<file path="src/rtl/vga_sync_gen.sv">
`default_nettype none
// ============================================================================
// Module   : vga_sync_gen
// Function : VGA raster timing generator (640x480@60 at defaults) with
//            latency-matched sync/blank and frame/line strobes.
// Revision : 1.0
// ============================================================================
module vga_sync_gen #(
  parameter int unsigned H_ACTIVE     = 640,
  parameter int unsigned H_FP         = 16,
  parameter int unsigned H_SYNC       = 96,
  parameter int unsigned H_BP         = 48,
  parameter int unsigned V_ACTIVE     = 480,
  parameter int unsigned V_FP         = 10,
  parameter int unsigned V_SYNC       = 2,
  parameter int unsigned V_BP         = 33,
  parameter int unsigned DRAW_LATENCY = 1
) (
  input  logic        clk,
  input  logic        resetN,
  output logic [10:0] pixelX,
  output logic [10:0] pixelY,
  output logic        oHS_N,
  output logic        oVS_N,
  output logic        oBLANK_N,
  output logic        startOfFrame,
  output logic        lineEnd
);

  localparam int unsigned H_TOTAL = H_ACTIVE + H_FP + H_SYNC + H_BP;
  localparam int unsigned V_TOTAL = V_ACTIVE + V_FP + V_SYNC + V_BP;

  localparam logic [10:0] c_H_LAST   = 11'(H_TOTAL - 1);
  localparam logic [10:0] c_V_LAST   = 11'(V_TOTAL - 1);
  localparam logic [10:0] c_H_ACTIVE = 11'(H_ACTIVE);
  localparam logic [10:0] c_V_ACTIVE = 11'(V_ACTIVE);
  localparam logic [10:0] c_HS_START = 11'(H_ACTIVE + H_FP);
  localparam logic [10:0] c_HS_END   = 11'(H_ACTIVE + H_FP + H_SYNC);
  localparam logic [10:0] c_VS_START = 11'(V_ACTIVE + V_FP);
  localparam logic [10:0] c_VS_END   = 11'(V_ACTIVE + V_FP + V_SYNC);

  logic [10:0] x_q, x_d;
  logic [10:0] y_q, y_d;
  logic        sof_q, sof_d;
  logic        line_end_q, line_end_d;
  logic        hs_raw_n, vs_raw_n, blank_raw_n;

  always_comb begin
    x_d = x_q + 11'd1;
    y_d = y_q;
    if (x_q == c_H_LAST) begin
      x_d = 11'd0;
      y_d = (y_q == c_V_LAST) ? 11'd0 : y_q + 11'd1;
    end
    // Strobes look at the next count so they line up with the counter registers.
    sof_d      = (x_d == 11'd0) && (y_d == 11'd0);
    line_end_d = (x_d == c_H_LAST);
  end

  always_ff @(posedge clk or negedge resetN) begin
    if (!resetN) begin
      x_q        <= 11'd0;
      y_q        <= 11'd0;
      sof_q      <= 1'b0;
      line_end_q <= 1'b0;
    end else begin
      x_q        <= x_d;
      y_q        <= y_d;
      sof_q      <= sof_d;
      line_end_q <= line_end_d;
    end
  end

  always_comb begin
    hs_raw_n    = !((x_q >= c_HS_START) && (x_q < c_HS_END));
    vs_raw_n    = !((y_q >= c_VS_START) && (y_q < c_VS_END));
    blank_raw_n = (x_q < c_H_ACTIVE) && (y_q < c_V_ACTIVE);
  end

  generate
    if (DRAW_LATENCY == 0) begin : g_no_delay
      // Hold outputs inactive until the first edge after reset release.
      logic run_q, run_d;

      always_comb begin
        run_d = 1'b1;
      end

      always_ff @(posedge clk or negedge resetN) begin
        if (!resetN) run_q <= 1'b0;
        else         run_q <= run_d;
      end

      assign oHS_N    = hs_raw_n | ~run_q;
      assign oVS_N    = vs_raw_n | ~run_q;
      assign oBLANK_N = blank_raw_n & run_q;
    end else begin : g_delay
      // Each stage is {hs_n, vs_n, blank_n}; inactive pattern is 3'b110.
      logic [DRAW_LATENCY-1:0][2:0] pipe_q, pipe_d;

      always_comb begin
        pipe_d    = pipe_q;
        pipe_d[0] = {hs_raw_n, vs_raw_n, blank_raw_n};
        for (int i = 1; i < int'(DRAW_LATENCY); i++) begin
          pipe_d[i] = pipe_q[i-1];
        end
      end

      always_ff @(posedge clk or negedge resetN) begin
        if (!resetN) pipe_q <= {DRAW_LATENCY{3'b110}};
        else         pipe_q <= pipe_d;
      end

      assign oHS_N    = pipe_q[DRAW_LATENCY-1][2];
      assign oVS_N    = pipe_q[DRAW_LATENCY-1][1];
      assign oBLANK_N = pipe_q[DRAW_LATENCY-1][0];
    end
  endgenerate

  assign pixelX       = x_q;
  assign pixelY       = y_q;
  assign startOfFrame = sof_q;
  assign lineEnd      = line_end_q;

endmodule
`default_nettype wire

</file>
<file path="config.mk">
export PLATFORM = sky130hd
export DESIGN_NAME = vga_sync_gen
export DESIGN_NICKNAME = d
export VERILOG_FILES = /design/src/rtl/vga_sync_gen.sv
export SDC_FILE = /design/constraint.sdc
export NUM_CORES = 1
export LEC_CHECK = 0
export ABC_AREA = 0
export BUFFER_PORTS_ARGS = -buffer_cell sky130_fd_sc_hd__clkbuf_2
export CAP_MARGIN = 20
export CELL_PAD_IN_SITES_DETAIL_PLACEMENT = 1
export CELL_PAD_IN_SITES_GLOBAL_PLACEMENT = 2
export CORE_MARGIN = 10
export CORE_UTILIZATION = 31
export DETAILED_ROUTE_END_ITERATION = 6
export PLACE_DENSITY = 0.83
export SKIP_CTS_REPAIR_TIMING = 1
export SYNTH_ARGS = -nofsm -noshare
export SYNTH_HDL_FRONTEND = slang
export SYNTH_SLANG_ARGS = --single-unit
export TNS_END_PERCENT = 5
</file>
<file path="constraint.sdc">
create_clock -name clk -period 2.2 [get_ports clk]
set_input_delay 0.22 -clock clk [delete_from_list [all_inputs] [get_ports clk]]
set_output_delay 0.22 -clock clk [all_outputs]
set_load 0.005 [all_outputs]
</file>
==> results.tsv <==
metric	value	unit
status	finished, violations left	
failing checks	hold timing	
vias in the first global route	1572	
Async SR Flop Fraction	100	%
critical path cell sequence	ha_2 > nand4_1 > buf_4 > nor3_2 > xnor2_1 > nand4bb_1 > nor4b_1	
leakage power total	1.06	nW
Synth Register Bits	27	
Final period util	95.4	%
Final WS setup	102	ps
Critical Path End Type	flop	
WP data required	2360	ps
Die Y	91.5	um
Adder-Cell Fraction of Synth Area	4.73	%
synthesis-to-layout area growth	36.5	%
drt pass-1 iters	4	
core box area	4850	um2
largest net degree at the start of global routing	28	
max cap viols	0	
share of the synthesized area in the top cell type	39.4	%
via count	1500	
syn_area_per_cell	9.92	um2
max frequency	477	MHz
fillers	574	
diodes inserted	0	
Largest stage delay, worst path	380	ps
Non-Filler Instances	287	
total power	0.793	mW
Slew headroom	53.2	%
Reg area	681	um2
syn nets	168	
pre-CTS WS	-64.8	ps
Residual DRC	0	
critical path's slowest cell	nor4b_1	
CP Max Fanout	3	
Tmin final	2100	ps
met3 WL post-DR	162	um
sequential area share after synthesis	42.7	%
Hold WS	-21.4	ps
TritonCTS buffer count	3	
Hold Path Class	input pin to async pin	
Synth area leaders	dfrtp_1 39%, ha_1 4.7%, nand3_1 4.7%	
Synth Warn #	0	
fin. max-slew vios	0	
multiplexer share of the synthesized area	0.631	%
Util after Layout	44.7	%
routed metal-1 wire length	2.27	mm
peak supply drop	0.189	mV
Compound-Gate Fraction of Synth Area	10.4	%
H-tree Lvls	1	
ys flop type	dfrtp_1	
area of the multi-input gates	923	um2
routed length per instance	18.7	um
Num Clock Sinks	27	
Clock transition at path regs	90	ps
die boundary width	91.5	um
DP Cell Count	275	
CP Data Arrival Time	2260	ps
first-pass GRT wire length	8.05	mm
grt ovf	0	
setup TNS	0	ps
Nets	229	
launch point of the worst reg-to-reg path	pixelX[0]$_DFF_PN0_	
Routed WL	5.36	mm
Placed Area	1960	um2
CP Class	flop to flop	
Post-synth EDFFs	0	
CTS Buffer Depth	2	
PortBufs	28	
CTS root buf	clkbuf_8	
Synth area leader	dfrtp_1	
# IOs	29	
PwrDens	366	nW/um2
final setup violation count	0	
Setup crit start kind	flop	
Rows	25	
Worst Clk Skew	3.40	ps
Netlist cell types	45	
Mapped Cells	160	
post-synthesis simple-gate area fraction	28.2	%
Post-DP HPWL	3.85	mm
Worst-Skew Late Latency	270	ps
largest family of logic cells by synthesized area	simple AND/OR/NAND/NOR gates	
vias per cell	5.23	
Worst-Margin Slew	702	ps
CTS tree	yes	
top sig layer	met4	
post-route cell area	2170	um2
All-Layer GR Usage	11.6	%
Post-Synth XOR/XNOR Area	7.73	%
synthesized area	1590	um2
count of final hold-check violations	25	
total die area	8380	um2
layout cells sized above 1	44.1	%
Final Wtd Congestion	0.875	
Post-DRT Antenna Nets	0	
initial antenna violation count	0	
Critical Path Source	pixelX[0]$_DFF_PN0_	
met2 WL	2.87	mm
1st-iter DRT viols	91	
Initial Utilization	32.7	%
==> worst max-delay path, delay by kind of cell (launching register included) <==
family / cells / cell delay (ps)
buf+inv: 1 / 220
flops: 1 / 370
fa+ha+maj: 1 / 200
simple gates: 4 / 1000
xor+xnor: 1 / 200
==> cells in the mapped netlist, types with 2 or more instances <==
cell	instances
nor4_1	4
nor2_1	7
a21oi_1	3
nor4b_1	2
nor3_1	6
nand4_1	4
xnor2_1	7
nor4b_4	2
xor2_1	7
nand3_1	15
dfrtp_1	25
nor3b_1	2
a31oi_1	2
inv_1	11
ha_1	6
dfstp_2	2
and3_1	2
nand2_1	16
nor4bb_1	2
o21ai_0	7
buf_2	3
and4_1	2
==> area by class of cell <==
type                    count  area share, %
multi-input cells         117           42.6
inverters                  11           1.91
clock buffers               4           2.08
repair buffers             61           18.1
well taps                  67           3.87
flip-flops and latches     27           31.4
==> state kept, by name (all words and copies together) (netlist names) <==
register / cells
g_delay.pipe_q: 3
lineEnd: 1
pixelX: 11
pixelY: 11
startOfFrame: 1
==> final timing paths <==
path	end	slack, ps	cells after the start
max	lineEnd$_DFF_PN0_	100	7
min	g_delay.pipe_q[0]$_DFF_PN0_	-20	1
max reg2reg	lineEnd$_DFF_PN0_	100	7
min reg2reg	pixelX[0]$_DFF_PN0_	580	2
max in group asynchronous	pixelX[5]$_DFF_PN0_	1730	1
min in group clk	pixelX[0]$_DFF_PN0_	580	2
==> report_power, final <==
part	switching, mW	total (mW)	leakage [nW]	internal [mW]
registers	0	0.496	0.349	0.496
logic	0.00970	0.0103	0.685	0.000600
clock network	0.157	0.287	0.0228	0.130
total	0.166	0.793	1.06	0.627
==> per-layer routing <==
metal	up-vias	GRT usage, %
met4	0	3.52
li1	697	-
met5	-	0
met3	6	2.06
met2	31	21.0
met1	766	13.4
==> cell usage in the layout, fill, tap and decap left out, types with 6 or more instances in the layout <==
cell type,count
inv_1,9
nor2_1,6
nand3_1,14
o21ai_0,7
nand2_1,14
clkbuf_2,28
buf_4,32
xnor2_1,7
dfrtp_1,23
xor2_1,7
==> cell families after synthesis <==
group                      Yosys count
muxes                                1
DFF                                 27
xor gates and xnor gates            14
adders and majority gates            6
and+or+nand+nor                     71
buffers and inverters               17
AOI/OAI and AO/OA                   24
Power figures use the tool's default switching activity.
